`config.mk`:
```
export PLATFORM = sky130hd
export DESIGN_NAME = amp_i2c_arbiter
export DESIGN_NICKNAME = d
export VERILOG_FILES = /design/src/rtl/amp_i2c_arbiter.sv
export SDC_FILE = /design/constraint.sdc
export NUM_CORES = 1
export LEC_CHECK = 0
export CELL_PAD_IN_SITES_DETAIL_PLACEMENT = 1
export CELL_PAD_IN_SITES_GLOBAL_PLACEMENT = 1
export CORE_MARGIN = 2
export CORE_UTILIZATION = 30
export DETAILED_ROUTE_END_ITERATION = 12
export GPL_ROUTABILITY_DRIVEN = 0
export PLACE_DENSITY = 0.69
export SYNTH_ARGS = -nofsm -noshare
export SYNTH_HDL_FRONTEND = slang
export SYNTH_SLANG_ARGS = --single-unit
export TNS_END_PERCENT = 10
```
`constraint.sdc`:
```
create_clock -name clk_in -period 1.7 [get_ports clk_in]
set_input_delay 0.17 -clock clk_in [delete_from_list [all_inputs] [get_ports clk_in]]
set_output_delay 0.17 -clock clk_in [all_outputs]
set_load 0.01 [all_outputs]
```
`src/rtl/amp_i2c_arbiter.sv`:
```
// amp_i2c_arbiter
// Shares one byte-write I2C engine between two register-write requesters
// (port 0: boot/config sequencer, port 1: runtime volume/mute control).
// Provides round-robin arbitration, one-shot engine start, NACK retry,
// transaction timeout and a bus-free gap between engine transactions.
//
// Ports:
//   clk_in, reset                 clock, synchronous active-high reset
//   reqN_valid/addr/data          request from port N, held until reqN_grant
//   reqN_grant/done/err           1-cycle pulses back to port N
//   eng_start/addr/data           command to the byte-write engine
//   eng_busy/done/nack            status from the byte-write engine
//   busy                          arbiter is not idle
module amp_i2c_arbiter #(
  parameter int unsigned TIMEOUT_CYC = 1024,
  parameter int unsigned GAP_CYC     = 8,
  parameter int unsigned MAX_RETRY   = 2
) (
  input  logic       clk_in,
  input  logic       reset,
  input  logic       req0_valid,
  input  logic [7:0] req0_addr,
  input  logic [7:0] req0_data,
  output logic       req0_grant,
  output logic       req0_done,
  output logic       req0_err,
  input  logic       req1_valid,
  input  logic [7:0] req1_addr,
  input  logic [7:0] req1_data,
  output logic       req1_grant,
  output logic       req1_done,
  output logic       req1_err,
  output logic       eng_start,
  output logic [7:0] eng_addr,
  output logic [7:0] eng_data,
  input  logic       eng_busy,
  input  logic       eng_done,
  input  logic       eng_nack,
  output logic       busy
);

  localparam int unsigned TMR_W = $clog2(TIMEOUT_CYC + 1);
  localparam int unsigned GAP_W = $clog2(GAP_CYC + 1);
  localparam int unsigned RTY_W = 3;

  localparam logic [TMR_W-1:0] TMR_LAST = TMR_W'(TIMEOUT_CYC - 1);
  localparam logic [GAP_W-1:0] GAP_LAST = GAP_W'(GAP_CYC - 1);
  localparam logic [RTY_W-1:0] RTY_MAX  = RTY_W'(MAX_RETRY);

  typedef enum logic [1:0] {
    ST_IDLE = 2'd0,
    ST_WAIT = 2'd1,
    ST_GAP  = 2'd2
  } state_e;

  state_e           state_q;
  logic [TMR_W-1:0] timer_q;
  logic [GAP_W-1:0] gap_q;
  logic [RTY_W-1:0] retry_cnt_q;
  logic             retry_pend_q;
  logic             owner_q;
  logic             last_grant_q;
  logic [7:0]       eng_addr_q;
  logic [7:0]       eng_data_q;
  logic             eng_start_q;
  logic             grant0_q, grant1_q;
  logic             done0_q, done1_q;
  logic             err0_q, err1_q;
  logic             busy_q;

  // Arbitration: a lone requester wins; on a tie the port not served last wins.
  logic any_req_c;
  logic win_c;
  assign any_req_c = req0_valid | req1_valid;
  assign win_c     = (req0_valid & req1_valid) ? ~last_grant_q : req1_valid;

  // Control FSM with all outputs registered.
  always_ff @(posedge clk_in) begin
    if (reset) begin
      state_q      <= ST_IDLE;
      timer_q      <= '0;
      gap_q        <= '0;
      retry_cnt_q  <= '0;
      retry_pend_q <= 1'b0;
      owner_q      <= 1'b0;
      last_grant_q <= 1'b1;
      eng_addr_q   <= '0;
      eng_data_q   <= '0;
      eng_start_q  <= 1'b0;
      grant0_q     <= 1'b0;
      grant1_q     <= 1'b0;
      done0_q      <= 1'b0;
      done1_q      <= 1'b0;
      err0_q       <= 1'b0;
      err1_q       <= 1'b0;
      busy_q       <= 1'b0;
    end else begin
      // Pulse outputs default low every cycle.
      eng_start_q <= 1'b0;
      grant0_q    <= 1'b0;
      grant1_q    <= 1'b0;
      done0_q     <= 1'b0;
      done1_q     <= 1'b0;
      err0_q      <= 1'b0;
      err1_q      <= 1'b0;

      unique case (state_q)
        ST_IDLE: begin
          if (any_req_c && !eng_busy) begin
            owner_q      <= win_c;
            last_grant_q <= win_c;
            retry_cnt_q  <= '0;
            retry_pend_q <= 1'b0;
            eng_addr_q   <= win_c ? req1_addr : req0_addr;
            eng_data_q   <= win_c ? req1_data : req0_data;
            grant0_q     <= ~win_c;
            grant1_q     <= win_c;
            eng_start_q  <= 1'b1;
            timer_q      <= '0;
            busy_q       <= 1'b1;
            state_q      <= ST_WAIT;
          end
        end

        ST_WAIT: begin
          // A completion wins over a timeout landing on the same cycle.
          if (eng_done) begin
            gap_q   <= '0;
            state_q <= ST_GAP;
            if (!eng_nack) begin
              done0_q <= ~owner_q;
              done1_q <= owner_q;
            end else if (retry_cnt_q < RTY_MAX) begin
              retry_cnt_q  <= retry_cnt_q + RTY_W'(1);
              retry_pend_q <= 1'b1;
            end else begin
              err0_q <= ~owner_q;
              err1_q <= owner_q;
            end
          end else if (timer_q == TMR_LAST) begin
            err0_q       <= ~owner_q;
            err1_q       <= owner_q;
            retry_pend_q <= 1'b0;
            gap_q        <= '0;
            state_q      <= ST_GAP;
          end else begin
            timer_q <= timer_q + TMR_W'(1);
          end
        end

        ST_GAP: begin
          // Hold the bus quiet for GAP_CYC cycles and until the engine has
          // actually stopped (it may still be running after a timeout).
          if (gap_q == GAP_LAST) begin
            if (!eng_busy) begin
              if (retry_pend_q) begin
                retry_pend_q <= 1'b0;
                eng_start_q  <= 1'b1;
                timer_q      <= '0;
                state_q      <= ST_WAIT;
              end else begin
                busy_q  <= 1'b0;
                state_q <= ST_IDLE;
              end
            end
          end else begin
            gap_q <= gap_q + GAP_W'(1);
          end
        end

        default: begin
          busy_q  <= 1'b0;
          state_q <= ST_IDLE;
        end
      endcase
    end
  end

  assign req0_grant = grant0_q;
  assign req0_done  = done0_q;
  assign req0_err   = err0_q;
  assign req1_grant = grant1_q;
  assign req1_done  = done1_q;
  assign req1_err   = err1_q;
  assign eng_start  = eng_start_q;
  assign eng_addr   = eng_addr_q;
  assign eng_data   = eng_data_q;
  assign busy       = busy_q;

endmodule

```
== Word-level counts from Yosys, hierarchy flattened ==
Index checks and enable logic that the tools add are counted.
Storage, ports and cells
  flip-flop bits (word level): 47
  bits of input ports: 39
Operators by class
  $add $sub $neg: 3
  $lt $le $gt $ge: 1
  equal/unequal tests: 18
  multiplexer cells: 52
  bitwise logic cells: 9
  reduce and logical (&&, ||, !) cells: 16
Operator list (count)
  11-bit 2-to-1 mux: 6
  11-bit case mux with 3 select lines: 1
  1-bit 2-to-1 mux: 25
  2-bit != test (second input constant): 11
  8-bit 2-to-1 mux: 2
  7-bit AND reduction: 2
  3-bit 2-to-1 mux: 4
  4-bit 2-to-1 mux: 3
  11-bit by 1-bit adder with 11-bit output (second input constant): 1
  11-bit by 10-bit equality test with 1-bit output (second input constant): 1
  2-bit 2-to-1 mux: 5
  5-bit AND reduction: 2
  3-bit != test (second input constant): 3
  4-bit case mux with 2 select lines: 1
  1-bit NOT: 7
  1-bit case mux with 3 select lines: 2
  2-bit case mux with 3 select lines: 1
  3-bit case mux with 2 select lines: 1
  4-bit by 1-bit adder with 4-bit output (second input constant): 1
  4-bit by 3-bit equality test with 1-bit output (second input constant): 1
  4-bit AND reduction: 1
  2-bit nonzero test: 2
  4-bit OR reduction: 1
  3-bit by 1-bit adder with 3-bit output (second input constant): 1
  other kinds (14): 14

== Longest topological paths before layout ==
Gate-level depths: netlist of the first run.
  depth in word-level cells: 5
  depth in mapped cells: 7
  depth with buffers taken out: 5

== Worst setup path before layout of the first run ==
OpenSTA, ideal clock, no wires.
  path type: reg2reg
  from: register timer_q[0]
  to: register timer_q[4]
  library setup time: 0.135 ns
  data arrival time: 1.651 ns
  data required time: 1.565 ns
  setup slack: -0.085 ns
  cell stages (with the launch flop): 8
  path buffers: 2
  period minus slack after synthesis: 1.785 ns
  cell sequence: dfxtp_1 ha_1 and4_1 buf_6 and4_2 buf_2 a2111oi_2 o32ai_1
On the way
  cells in the longest elaborated chain, start to end: 4
RTL lines
  start, declared: RTL line 57  | logic [TMR_W-1:0] timer_q;
  start signal, assigned: RTL line 147  | timer_q <= timer_q + TMR_W'(1);
  11-bit by 1-bit adder with 11-bit output: RTL line 147
  11-bit 2-to-1 mux: RTL line 140  | end else if (timer_q == TMR_LAST) begin
  11-bit 2-to-1 mux: RTL line 127  | if (eng_done) begin
  11-bit case mux with 3 select lines: RTL line 107  | unique case (state_q)
Several ways; a longest one is shown, not always the timed one. The select of a mux whose other input is x is not followed.
A chain may end at the register's enable or synchronous reset.

== Worst setup path after layout of the first run ==
  from: register gap_q[0]
  to: register timer_q[2]
On the way
  cells in the longest elaborated chain, start to end: 3
RTL lines
  start, declared: RTL line 58  | logic [GAP_W-1:0] gap_q;
  start signal, assigned: RTL line 167  | gap_q <= gap_q + GAP_W'(1);
  4-bit by 3-bit equality test with 1-bit output: RTL line 154  | if (gap_q == GAP_LAST) begin
  2-bit != test (no source line)
  7-bit AND reduction (no source line)
Every way passes these cells.

==> impl_metrics.xml, run 1 <==
<?xml version="1.0" encoding="UTF-8"?>
<metrics>
  <group name="status">
    <metric name="outcome" unit="">complete, but fails checks</metric>
    <metric name="failed_checks" unit="">setup timing</metric>
  </group>
  <group name="global_routing">
    <metric name="grt.met3_usage" unit="%">4.564</metric>
    <metric name="globalRouteMet1Util" unit="%">22.06</metric>
    <metric name="grt-busiest-layer" unit="">met2</metric>
    <metric name="first_pass_grt_wire_length" unit="mm">11.41</metric>
    <metric name="antenna_violations_before_repair" unit="">0</metric>
    <metric name="met2_usage" unit="%">28.46</metric>
    <metric name="gr-usage-all-layers" unit="%">17.11</metric>
    <metric name="globalRoute.totalOverflow" unit="">0</metric>
    <metric name="grt_pass1_vias" unit="">2261</metric>
    <metric name="grt_max_degree" unit="">38</metric>
  </group>
  <group name="timing">
    <metric name="maxSlewHeadroom" unit="%">71.11</metric>
    <metric name="unrepaired_setup_endpoints_after_global_routing" unit="">yes</metric>
    <metric name="totalNegativeSetupSlack" unit="ns">-0.04015</metric>
    <metric name="tightestPinTransition" unit="ns">0.4298</metric>
    <metric name="timing.final.crit_share" unit="%">102.4</metric>
    <metric name="finalSetupViolCount" unit="">1</metric>
    <metric name="final-hold-violation-count" unit="">0</metric>
    <metric name="timing.final.max_slew_violations" unit="">0</metric>
    <metric name="timing.final.ws_setup" unit="ns">-0.04015</metric>
    <metric name="layout_min_cycle_time" unit="ns">1.740</metric>
    <metric name="hold-worst-slack" unit="ns">0.4442</metric>
    <metric name="skew" unit="ns">0.005217</metric>
    <metric name="max_clock_freq" unit="MHz">574.7</metric>
  </group>
  <group name="floorplanning">
    <metric name="boundaryPins" unit="">63</metric>
    <metric name="rows" unit="">31</metric>
    <metric name="dieArea" unit="mm2">0.008273</metric>
    <metric name="start_util" unit="%">31.11</metric>
    <metric name="placeableCoreArea" unit="mm2">0.007292</metric>
    <metric name="dieHeight" unit="um">90.96</metric>
    <metric name="chipWidth" unit="um">90.96</metric>
  </group>
  <group name="finish">
    <metric name="fill_cell_total_of_the_finished_layout" unit="">864</metric>
    <metric name="area_delta_synth_final" unit="%">54.88</metric>
    <metric name="final-instance-count-excl-fill" unit="">441</metric>
    <metric name="utilization" unit="%">48.18</metric>
    <metric name="n_antenna_cell" unit="">0</metric>
    <metric name="most-common-layout-cells" unit="">sky130_fd_sc_hd__clkdlybuf4s50_1, sky130_fd_sc_hd__dfxtp_1, sky130_fd_sc_hd__buf_4</metric>
    <metric name="layout.cells.most_common" unit="">sky130_fd_sc_hd__clkdlybuf4s50_1</metric>
    <metric name="final_nets" unit="">383</metric>
    <metric name="share_of_layout_cells_above_drive_strength_1" unit="%">24.27</metric>
  </group>
  <group name="detailed_routing">
    <metric name="drt_iter0_drc" unit="">62</metric>
    <metric name="avgViaCountPerCell" unit="">5.136</metric>
    <metric name="antenna_violating_nets_post_route" unit="">0</metric>
    <metric name="drcViolationCount" unit="">0</metric>
    <metric name="post_drt_wl_per_cell" unit="um">16.15</metric>
    <metric name="first_pass_iters" unit="">4</metric>
    <metric name="wl" unit="mm">7.121</metric>
    <metric name="vias" unit="">2265</metric>
  </group>
  <group name="placement">
    <metric name="place.detailed.hpwl" unit="mm">5.041</metric>
    <metric name="placement.io_buffers" unit="">62</metric>
    <metric name="place.detailed.instances" unit="">430</metric>
  </group>
  <group name="critical_path">
    <metric name="worstSetupPathType" unit="">reg -&gt; reg</metric>
    <metric name="r2r.worst_path.cells" unit="">6</metric>
    <metric name="critical_path_arrival" unit="ns">1.93</metric>
    <metric name="timing.critical_path.required" unit="ns">1.89</metric>
    <metric name="timing.critical_path.fanout_max" unit="">5</metric>
    <metric name="critical_path_sink_type" unit="">register</metric>
    <metric name="r2r_setup_slack" unit="ns">-0.04</metric>
    <metric name="timing.rr.end" unit="">timer_q[2]$_SDFFE_PP0P_</metric>
    <metric name="r2r-start" unit="">gap_q[0]$_SDFFE_PP0P_</metric>
    <metric name="critical_path.startpoint_type" unit="">register</metric>
  </group>
  <group name="cts">
    <metric name="cts-root-buf" unit="">sky130_fd_sc_hd__clkbuf_8</metric>
    <metric name="cts-buffers-inserted" unit="">5</metric>
    <metric name="cts_buffer_depth" unit="">2</metric>
    <metric name="clkLatencyLatePin" unit="ns">0.30</metric>
    <metric name="clock_tree.htree_level_count" unit="">2</metric>
    <metric name="cts_tree" unit="">done</metric>
    <metric name="cts.sinks" unit="">47</metric>
    <metric name="cts.reportedPaths.clkPinSlew" unit="ns">0.09</metric>
  </group>
  <group name="yosys">
    <metric name="synthesis.instances" unit="">244</metric>
    <metric name="synth_seq_cells" unit="">47</metric>
    <metric name="syn-cell-area" unit="mm2">0.002268</metric>
    <metric name="yosysSeqAreaShare" unit="%">41.48</metric>
    <metric name="synth_ff_type" unit="">sky130_fd_sc_hd__dfxtp_1</metric>
    <metric name="synth_async_sr_flop_share" unit="%">0</metric>
    <metric name="post_synth_edffs" unit="">0</metric>
    <metric name="synth.avg_cell_area" unit="um2">9.297</metric>
    <metric name="synthesis.yosys.warnings" unit="">0</metric>
    <metric name="post_synth_num_cell_types" unit="">55</metric>
    <metric name="synth_fp_nets" unit="">286</metric>
  </group>
  <group name="worst_hold_path">
    <metric name="hold_class" unit="">reg -&gt; reg</metric>
    <metric name="hold_critical_path_endpoint" unit="">timer_q[10]$_SDFFE_PP0P_</metric>
    <metric name="timing.hold.worst_path_depth" unit="">2</metric>
    <metric name="hold_start" unit="">timer_q[10]$_SDFFE_PP0P_</metric>
  </group>
  <group name="flow_run">
    <metric name="max_cap_viol_count" unit="">0</metric>
  </group>
  <group name="power_and_ir_drop">
    <metric name="worst_ir_drop_vdd" unit="mV">0.3493</metric>
    <metric name="power_density_over_the_cells" unit="mW/mm2">721.5</metric>
    <metric name="cellLeakagePower" unit="nW">1.271</metric>
  </group>
</metrics>
## final cells by class
class	count	area, um2	share of cell area, %
clock buffer	5	68.82	1.959
clock inverter	3	20.02	0.5698
inverter	7	26.28	0.7479
multi-input combinational	174	1329	37.82
sequential	47	945.9	26.92
tap	99	123.9	3.526
timing repair buffer	106	999.7	28.45
## cells in the mapped netlist (3+ instances only)
cell                        n  area [um2]
sky130_fd_sc_hd__dfxtp_1   47       940.9
sky130_fd_sc_hd__nor2_1    26       97.59
sky130_fd_sc_hd__mux2i_1   19       190.2
sky130_fd_sc_hd__nand2_1   17       63.81
sky130_fd_sc_hd__a211oi_1  16       120.1
sky130_fd_sc_hd__a21oi_1   13       65.06
sky130_fd_sc_hd__buf_2      9       45.04
sky130_fd_sc_hd__nand3_1    9       45.04
sky130_fd_sc_hd__clkbuf_1   5       18.77
sky130_fd_sc_hd__inv_1      5       18.77
sky130_fd_sc_hd__nand4_1    4       25.02
sky130_fd_sc_hd__nor3_1     4       20.02
sky130_fd_sc_hd__o21ai_0    4       20.02
sky130_fd_sc_hd__a31oi_1    3       18.77
sky130_fd_sc_hd__and3_1     3       18.77
sky130_fd_sc_hd__ha_1       3       37.54
sky130_fd_sc_hd__o211ai_1   3       22.52
sky130_fd_sc_hd__o32ai_1    3       26.28
## sequential cells by signal, indices dropped and copies added, names as in the netlist
register	count
busy	1
eng_addr	8
eng_data	8
eng_start	1
gap_q	4
last_grant_q	1
owner_q	1
req0_done	1
req0_err	1
req0_grant	1
req1_done	1
req1_err	1
req1_grant	1
retry_cnt_q	3
retry_pend_q	1
state_q	2
timer_q	11
## worst max path at each step
stage / startpoint / endpoint / slack, ns / cells after the start
floorplan: timer_q[1]$_SDFFE_PP0P_ / timer_q[4]$_SDFFE_PP0P_ / -0.002 / 7
global route: gap_q[0]$_SDFFE_PP0P_ / timer_q[5]$_SDFFE_PP0P_ / -0.06 / 5
finish: gap_q[0]$_SDFFE_PP0P_ / timer_q[2]$_SDFFE_PP0P_ / -0.04 / 6
detailed placement: eng_busy / timer_q[1]$_SDFFE_PP0P_ / -0.21 / 4
global placement: eng_busy / timer_q[1]$_SDFFE_PP0P_ / -0.16 / 4
CTS: gap_q[0]$_SDFFE_PP0P_ / timer_q[5]$_SDFFE_PP0P_ / -0.02 / 5
## critical path: stages (launching register included)
cell and delay [ns]:
sky130_fd_sc_hd__dfxtp_2 0.37, sky130_fd_sc_hd__ha_4 0.14, sky130_fd_sc_hd__nand3b_1 0.17, sky130_fd_sc_hd__a221o_2 0.48, sky130_fd_sc_hd__buf_4 0.17, sky130_fd_sc_hd__o41ai_2 0.19, sky130_fd_sc_hd__o22ai_1 0.11
## cells by family after synthesis
logic type | synth area share, %
and+or+nand+nor | 22.45
AOI/OAI and AO/OA | 20.35
DFF | 41.48
buffers and inverters | 5.295
muxes | 8.384
adders and majority gates | 1.655
xor gates and xnor gates | 0.3862
## metrics by stage
step	total power, mW	worst slack, ns	area, um2
after floorplan	1.509	-0.001697	2282
after global placement	1.814	-0.1608	3283
after detailed placement	1.828	-0.2148	3283
after CTS	2.540	-0.02387	3447
after global routing	2.669	-0.06378	3513
final	2.535	-0.04015	3513
## timing repair
action | in CTS | in global routing
setup buffers | 1 | 1
hold buffers | 0 | 0
pin swaps | 6 | 3
endpoints found under the setup margin | 12 | 16
gates resized for setup | 12 | 10
gates cloned | 1 | 0
## power breakdown
part           internal (mW)  switching [mW]
Clock                  0.287           0.396
Sequential              1.16          0.0371
Combinational          0.351           0.305
Total                   1.80           0.738
## routing by layer
| metal | vias to the layer above | share of wire, % |
|---|---|---|
| met5 | - | 0 |
| met4 | 0 | 0.81 |
| met3 | 6 | 5.7 |
| met2 | 55 | 48 |
| met1 | 1089 | 45 |
| li1 | 1115 | - |
No activity file was read; power rests on OpenSTA's default activity.
==> inputs of run 2 (changes only) <==
CORE_UTILIZATION = 32   (was 30)
CTS_CLUSTER_SIZE = 20   (was default)
PLACE_DENSITY = 0.73   (was 0.69)
==> run 2 against run 1 <==
Largest power group unchanged; global-route usage rose by 2.2 points; clock skew fell by 0.0016 ns; non-clock buffer count rose by 1; the run still ends with setup timing left; sequential share of layout area rose by 0.35 points; worst setup slack got worse by 0.029 ns; first-iteration DRC count fell by 13%; core utilization rose by 2.5 points; clock power barely moved.
==> impl_metrics.xml, run 2 (synthesized netlist as in run 1, its figures left out) <==
<?xml version="1.0" encoding="UTF-8"?>
<metrics>
  <group name="status">
    <metric name="outcome" unit="">complete, but fails checks</metric>
    <metric name="failed_checks" unit="">setup timing</metric>
  </group>
  <group name="power_and_ir_drop">
    <metric name="share_clk_of_total_power" unit="%">27.0</metric>
    <metric name="cellLeakagePower" unit="nW">1.264</metric>
    <metric name="sequential_group_share_of_total_power" unit="%">47.2</metric>
    <metric name="worst_ir_drop_vdd" unit="mV">0.2907</metric>
    <metric name="report.power.total" unit="mW">2.534</metric>
    <metric name="power_report.internal_total" unit="mW">1.795</metric>
    <metric name="comb_power_share" unit="%">25.8</metric>
    <metric name="power_switching" unit="uW">738.7</metric>
    <metric name="power_density_over_the_cells" unit="mW/mm2">731.7</metric>
    <metric name="power.share.switching" unit="%">29.15</metric>
  </group>
  <group name="timing">
    <metric name="tightestPinTransition" unit="ns">0.5487</metric>
    <metric name="finalSetupViolCount" unit="">3</metric>
    <metric name="timing.final.ws_setup" unit="ns">-0.06890</metric>
    <metric name="skew" unit="ns">0.003567</metric>
    <metric name="totalNegativeSetupSlack" unit="ns">-0.1930</metric>
    <metric name="max_clock_freq" unit="MHz">565.3</metric>
    <metric name="maxSlewHeadroom" unit="%">63.08</metric>
    <metric name="timing.final.max_slew_violations" unit="">0</metric>
    <metric name="final-hold-violation-count" unit="">0</metric>
    <metric name="unrepaired_setup_endpoints_after_global_routing" unit="">yes</metric>
    <metric name="timing.final.crit_share" unit="%">104.1</metric>
    <metric name="layout_min_cycle_time" unit="ns">1.769</metric>
  </group>
  <group name="detailed_routing">
    <metric name="wl" unit="mm">7.232</metric>
    <metric name="wl_met2" unit="mm">3.348</metric>
    <metric name="route.met3.wl" unit="um">420</metric>
    <metric name="post_drt_wl_per_cell" unit="um">16.47</metric>
    <metric name="vias" unit="">2322</metric>
    <metric name="maxUsedRoutingLayer" unit="">met4</metric>
    <metric name="drt_iter0_drc" unit="">54</metric>
    <metric name="antenna_violating_nets_post_route" unit="">0</metric>
    <metric name="first_pass_iters" unit="">4</metric>
    <metric name="drcViolationCount" unit="">0</metric>
    <metric name="wirelength_met1" unit="mm">3.363</metric>
    <metric name="avgViaCountPerCell" unit="">5.289</metric>
  </group>
  <group name="floorplanning">
    <metric name="placeableCoreArea" unit="mm2">0.006832</metric>
    <metric name="dieArea" unit="mm2">0.007778</metric>
    <metric name="dieHeight" unit="um">88.20</metric>
    <metric name="start_util" unit="%">33.21</metric>
    <metric name="boundaryPins" unit="">63</metric>
    <metric name="rows" unit="">30</metric>
    <metric name="chipWidth" unit="um">88.20</metric>
  </group>
  <group name="worst_hold_path">
    <metric name="hold_start" unit="">timer_q[10]$_SDFFE_PP0P_</metric>
    <metric name="hold_class" unit="">reg -&gt; reg</metric>
    <metric name="timing.hold.worst_path_depth" unit="">2</metric>
    <metric name="hold_critical_path_endpoint" unit="">timer_q[10]$_SDFFE_PP0P_</metric>
  </group>
  <group name="finish">
    <metric name="area_delta_synth_final" unit="%">52.68</metric>
    <metric name="layout.cells.most_common" unit="">sky130_fd_sc_hd__clkdlybuf4s50_1</metric>
    <metric name="utilization" unit="%">50.70</metric>
    <metric name="fill_cell_total_of_the_finished_layout" unit="">788</metric>
    <metric name="largest-register" unit="">timer_q</metric>
    <metric name="largest_register_ff_count" unit="">11</metric>
    <metric name="share_of_layout_cells_above_drive_strength_1" unit="%">23.62</metric>
    <metric name="n_antenna_cell" unit="">0</metric>
    <metric name="most-common-layout-cells" unit="">sky130_fd_sc_hd__clkdlybuf4s50_1, sky130_fd_sc_hd__dfxtp_1, sky130_fd_sc_hd__buf_4</metric>
    <metric name="final_nets" unit="">384</metric>
  </group>
  <group name="global_routing">
    <metric name="first_pass_grt_wire_length" unit="mm">11.59</metric>
    <metric name="globalRoute.totalOverflow" unit="">0</metric>
    <metric name="grt_max_degree" unit="">38</metric>
    <metric name="grt_pass1_vias" unit="">2405</metric>
    <metric name="antenna_violations_before_repair" unit="">0</metric>
    <metric name="gr-usage-all-layers" unit="%">19.28</metric>
  </group>
  <group name="placement">
    <metric name="placement.io_buffers" unit="">62</metric>
    <metric name="place.detailed.hpwl" unit="mm">5.133</metric>
    <metric name="detailedPlace.worstSlack" unit="ns">-0.1590</metric>
  </group>
  <group name="critical_path">
    <metric name="critical_path.startpoint_type" unit="">register</metric>
    <metric name="worstSetupPathType" unit="">reg -&gt; reg</metric>
    <metric name="r2r_setup_slack" unit="ns">-0.07</metric>
    <metric name="timing.critical_path.required" unit="ns">1.89</metric>
    <metric name="r2r-start" unit="">gap_q[0]$_SDFFE_PP0P_</metric>
    <metric name="critical_path_sink_type" unit="">register</metric>
    <metric name="critical_path_arrival" unit="ns">1.95</metric>
    <metric name="crit_path_start" unit="">gap_q[0]$_SDFFE_PP0P_</metric>
    <metric name="r2r.worst_path.cells" unit="">6</metric>
    <metric name="timing.critical_path.fanout_max" unit="">5</metric>
    <metric name="timing.rr.end" unit="">timer_q[6]$_SDFFE_PP0P_</metric>
  </group>
  <group name="cts">
    <metric name="cts_tree" unit="">done</metric>
    <metric name="cts.reportedPaths.clkPinSlew" unit="ns">0.09</metric>
    <metric name="cts_buffer_depth" unit="">2</metric>
    <metric name="cts-root-buf" unit="">sky130_fd_sc_hd__clkbuf_8</metric>
    <metric name="cts-buffers-inserted" unit="">5</metric>
    <metric name="clock_tree.htree_level_count" unit="">2</metric>
    <metric name="cts.sinks" unit="">47</metric>
    <metric name="clkLatencyLatePin" unit="ns">0.30</metric>
  </group>
  <group name="flow_run">
    <metric name="max_cap_viol_count" unit="">0</metric>
  </group>
</metrics>
## run 2: changes by cell type in the layout (fill, tap and decap cells not counted), moves of 2 or more
cell | previous run | this run
sky130_fd_sc_hd__a2111oi_2 | 0 | 2
sky130_fd_sc_hd__buf_4 | 38 | 42
sky130_fd_sc_hd__buf_6 | 3 | 1
sky130_fd_sc_hd__o32ai_1 | 1 | 3
sky130_fd_sc_hd__o32ai_2 | 2 | 0
## run 2: final cells by class
| cell class | instances | area (um2) | area share [%] |
|---|---|---|---|
| well taps | 96 | 120.1 | 3.468 |
| clock inverters | 2 | 12.51 | 0.3613 |
| inverters | 7 | 26.28 | 0.7587 |
| clock buffers | 6 | 72.57 | 2.095 |
| flip-flops and latches | 47 | 944.7 | 27.28 |
| multi-input cells | 174 | 1300 | 37.54 |
| repair buffers | 107 | 987.2 | 28.50 |
## run 2: per-layer routing
metal,track usage [%],up-vias
met5,0,-
met4,5.510,0
met3,6.126,9
met2,31.99,62
met1,24.05,1138
li1,-,1113
## run 2: power groups by stage
stage / logic (mW) / clock network (mW) / registers (mW)
after floorplan: 0.274 / 0 / 1.23
after global placement: 0.586 / 0 / 1.22
after detailed placement: 0.600 / 0 / 1.22
after CTS: 0.631 / 0.703 / 1.20
after global routing: 0.709 / 0.749 / 1.20
final: 0.654 / 0.683 / 1.20
## run 2: worst max-delay path: stages (launching register included)
cell and delay, ns:
sky130_fd_sc_hd__dfxtp_2 0.36, sky130_fd_sc_hd__ha_4 0.13, sky130_fd_sc_hd__nand3b_1 0.19, sky130_fd_sc_hd__a221o_2 0.49
sky130_fd_sc_hd__buf_4 0.17, sky130_fd_sc_hd__o41ai_2 0.20, sky130_fd_sc_hd__mux2i_1 0.11
## run 2: metrics by stage
stage | hold slack (ns) | area (um2) | instances
finish | 0.4456 | 3463 | 439
global route | 0.4650 | 3463 | 439
CTS | 0.4476 | 3421 | 436
detailed placement | 0.4347 | 3259 | 426
global placement | 0.4206 | 3259 | 426
floorplan | 0.2493 | 2282 | 244
## run 2: how the worst max path moves through the flow
stage,depth (start not counted),end
5_1_grt,6,timer_q[6]$_SDFFE_PP0P_
4_1_cts,5,eng_start$_SDFF_PP0_
3_5_place_dp,5,timer_q[1]$_SDFFE_PP0P_
6_report,6,timer_q[6]$_SDFFE_PP0P_
2_1_floorplan,7,timer_q[4]$_SDFFE_PP0P_
3_3_place_gp,5,timer_q[1]$_SDFFE_PP0P_
## run 2: timing repair
action / in CTS / in global routing
gates cloned: 1 / 0
buffers inserted: 1 / 3
endpoints found under the setup margin: 14 / 14
pin swaps: 8 / 5
resized for setup: 11 / 6
hold buffers: 0 / 0
==> inputs of run 3 (changes only) <==
CTS_BUF_LIST = sky130_fd_sc_hd__clkbuf_16   (was default)
==> run 3 against run 2 <==
The flow now finishes without violations; final area grew 2.5%; die area unchanged; global-route usage is 0.56 points higher; non-clock buffer count is 2 lower; combinational power increased by 0.9%; core utilization rose by 1.3 points; largest power group unchanged; highest routed layer unchanged.
==> impl_metrics.xml, run 3 (synthesized netlist as in run 1, its figures left out) <==
<?xml version="1.0" encoding="UTF-8"?>
<metrics>
  <group name="global_routing">
    <metric name="gr-usage-all-layers" unit="%">19.84</metric>
    <metric name="grt_max_degree" unit="">38</metric>
    <metric name="globalRoute.totalOverflow" unit="">0</metric>
    <metric name="first_pass_grt_wire_length" unit="mm">11.90</metric>
    <metric name="antenna_violations_before_repair" unit="">0</metric>
    <metric name="grt_pass1_vias" unit="">2436</metric>
  </group>
  <group name="detailed_routing">
    <metric name="antenna_violating_nets_post_route" unit="">0</metric>
    <metric name="wl" unit="mm">7.427</metric>
    <metric name="drcViolationCount" unit="">0</metric>
    <metric name="drt_iter0_drc" unit="">49</metric>
    <metric name="first_pass_iters" unit="">4</metric>
    <metric name="post_drt_wl_per_cell" unit="um">17.00</metric>
    <metric name="vias" unit="">2282</metric>
    <metric name="avgViaCountPerCell" unit="">5.222</metric>
  </group>
  <group name="critical_path">
    <metric name="worstSetupPathType" unit="">reg -&gt; reg</metric>
    <metric name="timing.critical_path.fanout_max" unit="">5</metric>
    <metric name="timing.critical_path.slowest_cell_delay" unit="ns">0.43</metric>
    <metric name="r2r-start" unit="">timer_q[1]$_SDFFE_PP0P_</metric>
    <metric name="timing.critical_path.required" unit="ns">1.90</metric>
    <metric name="crit_path_start" unit="">timer_q[1]$_SDFFE_PP0P_</metric>
    <metric name="cp_top_family" unit="">simple AND/OR/NAND/NOR gates</metric>
    <metric name="crit_buf_inv" unit="">0</metric>
    <metric name="critical_path_arrival" unit="ns">1.87</metric>
    <metric name="r2r.worst_path.cells" unit="">5</metric>
    <metric name="critical_path.startpoint_type" unit="">register</metric>
    <metric name="r2r_setup_slack" unit="ns">0.03</metric>
    <metric name="critical_path_sink_type" unit="">register</metric>
    <metric name="worst_path_max_delay_cell" unit="">sky130_fd_sc_hd__or4_4</metric>
    <metric name="timing.rr.end" unit="">timer_q[8]$_SDFFE_PP0P_</metric>
    <metric name="crit_path_cell_trace" unit="">ha_2, and4_4, nand3_4, or4_4, a221oi_2</metric>
  </group>
  <group name="finish">
    <metric name="most-common-layout-cells" unit="">sky130_fd_sc_hd__clkdlybuf4s50_1, sky130_fd_sc_hd__dfxtp_1, sky130_fd_sc_hd__buf_4</metric>
    <metric name="utilization" unit="%">51.96</metric>
    <metric name="largest_register_ff_count" unit="">11</metric>
    <metric name="share_of_layout_cells_above_drive_strength_1" unit="%">24.05</metric>
    <metric name="n_antenna_cell" unit="">0</metric>
    <metric name="largest-register" unit="">timer_q</metric>
    <metric name="area_delta_synth_final" unit="%">56.48</metric>
    <metric name="final-instance-count-excl-fill" unit="">437</metric>
    <metric name="layout.cells.most_common" unit="">sky130_fd_sc_hd__clkdlybuf4s50_1</metric>
    <metric name="design_area" unit="mm2">0.003550</metric>
    <metric name="final_nets" unit="">382</metric>
  </group>
  <group name="timing">
    <metric name="layout_min_cycle_time" unit="ns">1.671</metric>
    <metric name="maxSlewHeadroom" unit="%">73.40</metric>
    <metric name="hold-worst-slack" unit="ns">0.4451</metric>
    <metric name="timing.final.crit_share" unit="%">98.32</metric>
    <metric name="unrepaired_setup_endpoints_after_global_routing" unit="">yes</metric>
    <metric name="timing.final.max_slew_violations" unit="">0</metric>
    <metric name="tightestPinTransition" unit="ns">0.3988</metric>
    <metric name="skew" unit="ns">0.004277</metric>
    <metric name="max_clock_freq" unit="MHz">598.3</metric>
    <metric name="finalSetupViolCount" unit="">0</metric>
    <metric name="final-hold-violation-count" unit="">0</metric>
    <metric name="totalNegativeSetupSlack" unit="ns">0</metric>
  </group>
  <group name="power_and_ir_drop">
    <metric name="worst_ir_drop_vdd" unit="mV">0.3592</metric>
    <metric name="cellLeakagePower" unit="nW">1.292</metric>
    <metric name="power_switching" unit="uW">777.6</metric>
    <metric name="power_density_over_the_cells" unit="mW/mm2">794.4</metric>
    <metric name="sequential_group_share_of_total_power" unit="%">42.5</metric>
    <metric name="power.share.switching" unit="%">27.58</metric>
    <metric name="comb_power_share" unit="%">23.4</metric>
    <metric name="power_report.internal_total" unit="mW">2.042</metric>
    <metric name="share_clk_of_total_power" unit="%">34.1</metric>
  </group>
  <group name="floorplanning">
    <metric name="dieArea" unit="mm2">0.007778</metric>
    <metric name="dieHeight" unit="um">88.20</metric>
    <metric name="start_util" unit="%">33.21</metric>
    <metric name="placeableCoreArea" unit="mm2">0.006832</metric>
    <metric name="chipWidth" unit="um">88.20</metric>
    <metric name="rows" unit="">30</metric>
    <metric name="boundaryPins" unit="">63</metric>
  </group>
  <group name="placement">
    <metric name="place.detailed.instances" unit="">426</metric>
    <metric name="place.detailed.hpwl" unit="mm">5.133</metric>
    <metric name="placedInstanceArea" unit="mm2">0.003259</metric>
    <metric name="placement.io_buffers" unit="">62</metric>
  </group>
  <group name="worst_hold_path">
    <metric name="hold_critical_path_endpoint" unit="">timer_q[10]$_SDFFE_PP0P_</metric>
    <metric name="hold_class" unit="">reg -&gt; reg</metric>
    <metric name="timing.hold.worst_path_depth" unit="">2</metric>
    <metric name="hold_start" unit="">timer_q[10]$_SDFFE_PP0P_</metric>
  </group>
  <group name="flow_run">
    <metric name="max_cap_viol_count" unit="">0</metric>
  </group>
  <group name="cts">
    <metric name="cts.sinks" unit="">47</metric>
    <metric name="cts_buffer_depth" unit="">2</metric>
    <metric name="cts.reportedPaths.clkPinSlew" unit="ns">0.07</metric>
    <metric name="clock_tree.htree_level_count" unit="">2</metric>
    <metric name="holdBufCountCts" unit="">0</metric>
    <metric name="cts-buffers-inserted" unit="">5</metric>
    <metric name="cts-root-buf" unit="">sky130_fd_sc_hd__clkbuf_16</metric>
    <metric name="cts_tree" unit="">done</metric>
    <metric name="clkLatencyLatePin" unit="ns">0.29</metric>
  </group>
  <group name="status">
    <metric name="outcome" unit="">finished, final reports clean</metric>
  </group>
</metrics>
==> run 3: worst max path at each step <==
stage / end / cells after the start
4_1_cts: timer_q[8]$_SDFFE_PP0P_ / 5
2_1_floorplan: timer_q[4]$_SDFFE_PP0P_ / 7
3_3_place_gp: timer_q[1]$_SDFFE_PP0P_ / 5
6_report: timer_q[8]$_SDFFE_PP0P_ / 5
5_1_grt: timer_q[8]$_SDFFE_PP0P_ / 4
3_5_place_dp: timer_q[1]$_SDFFE_PP0P_ / 5
==> run 3: timing repair <==
action | CTS | global route
endpoints found under the setup margin | 14 | 15
resized for setup | 14 | 10
endpoints found under the hold margin | 0 | 0
pin swaps | 9 | 2
setup buffers | 1 | 1
gates cloned | 1 | 0
==> run 3: power groups by stage <==
stage / clock, mW / sequential, mW / combinational, mW
floorplan: 0 / 1.23 / 0.274
global placement: 0 / 1.22 / 0.586
detailed placement: 0 / 1.22 / 0.600
CTS: 0.984 / 1.20 / 0.636
global route: 1.02 / 1.21 / 0.716
finish: 0.961 / 1.20 / 0.660
==> run 3: cell type report <==
| cell class | instances | area [um2] |
|---|---|---|
| multi-input combinational | 174 | 1340 |
| clock buffer | 5 | 125.1 |
| fill | 781 | 3282 |
| tap | 96 | 120.1 |
| clock inverter | 3 | 16.27 |
| timing repair buffer | 105 | 975.9 |
| sequential | 47 | 945.9 |
| inverter | 7 | 26.28 |
==> run 3: worst min-delay path, cell delays in order, from the launching register on <==
cell,delay (ns)
sky130_fd_sc_hd__dfxtp_1,0.31
sky130_fd_sc_hd__nand2_1,0.06
sky130_fd_sc_hd__a21oi_1,0.03
==> run 3: layer usage <==
layer  track usage [%]  share of wire, %  up-vias
met5                 0                 0        -
met1             24.11                43     1098
met3             5.749               6.2        7
met4             6.749               1.2        0
li1                  -                 -     1115
met2             33.56                49       62
==> run 3: stage by stage <==
step / total power, mW / setup slack [ns]
2_1_floorplan: 1.509 / -0.001697
3_3_place_gp: 1.804 / -0.1520
3_5_place_dp: 1.821 / -0.1590
4_1_cts: 2.818 / 0.006937
5_1_grt: 2.946 / -0.04673
6_report: 2.820 / 0.02862
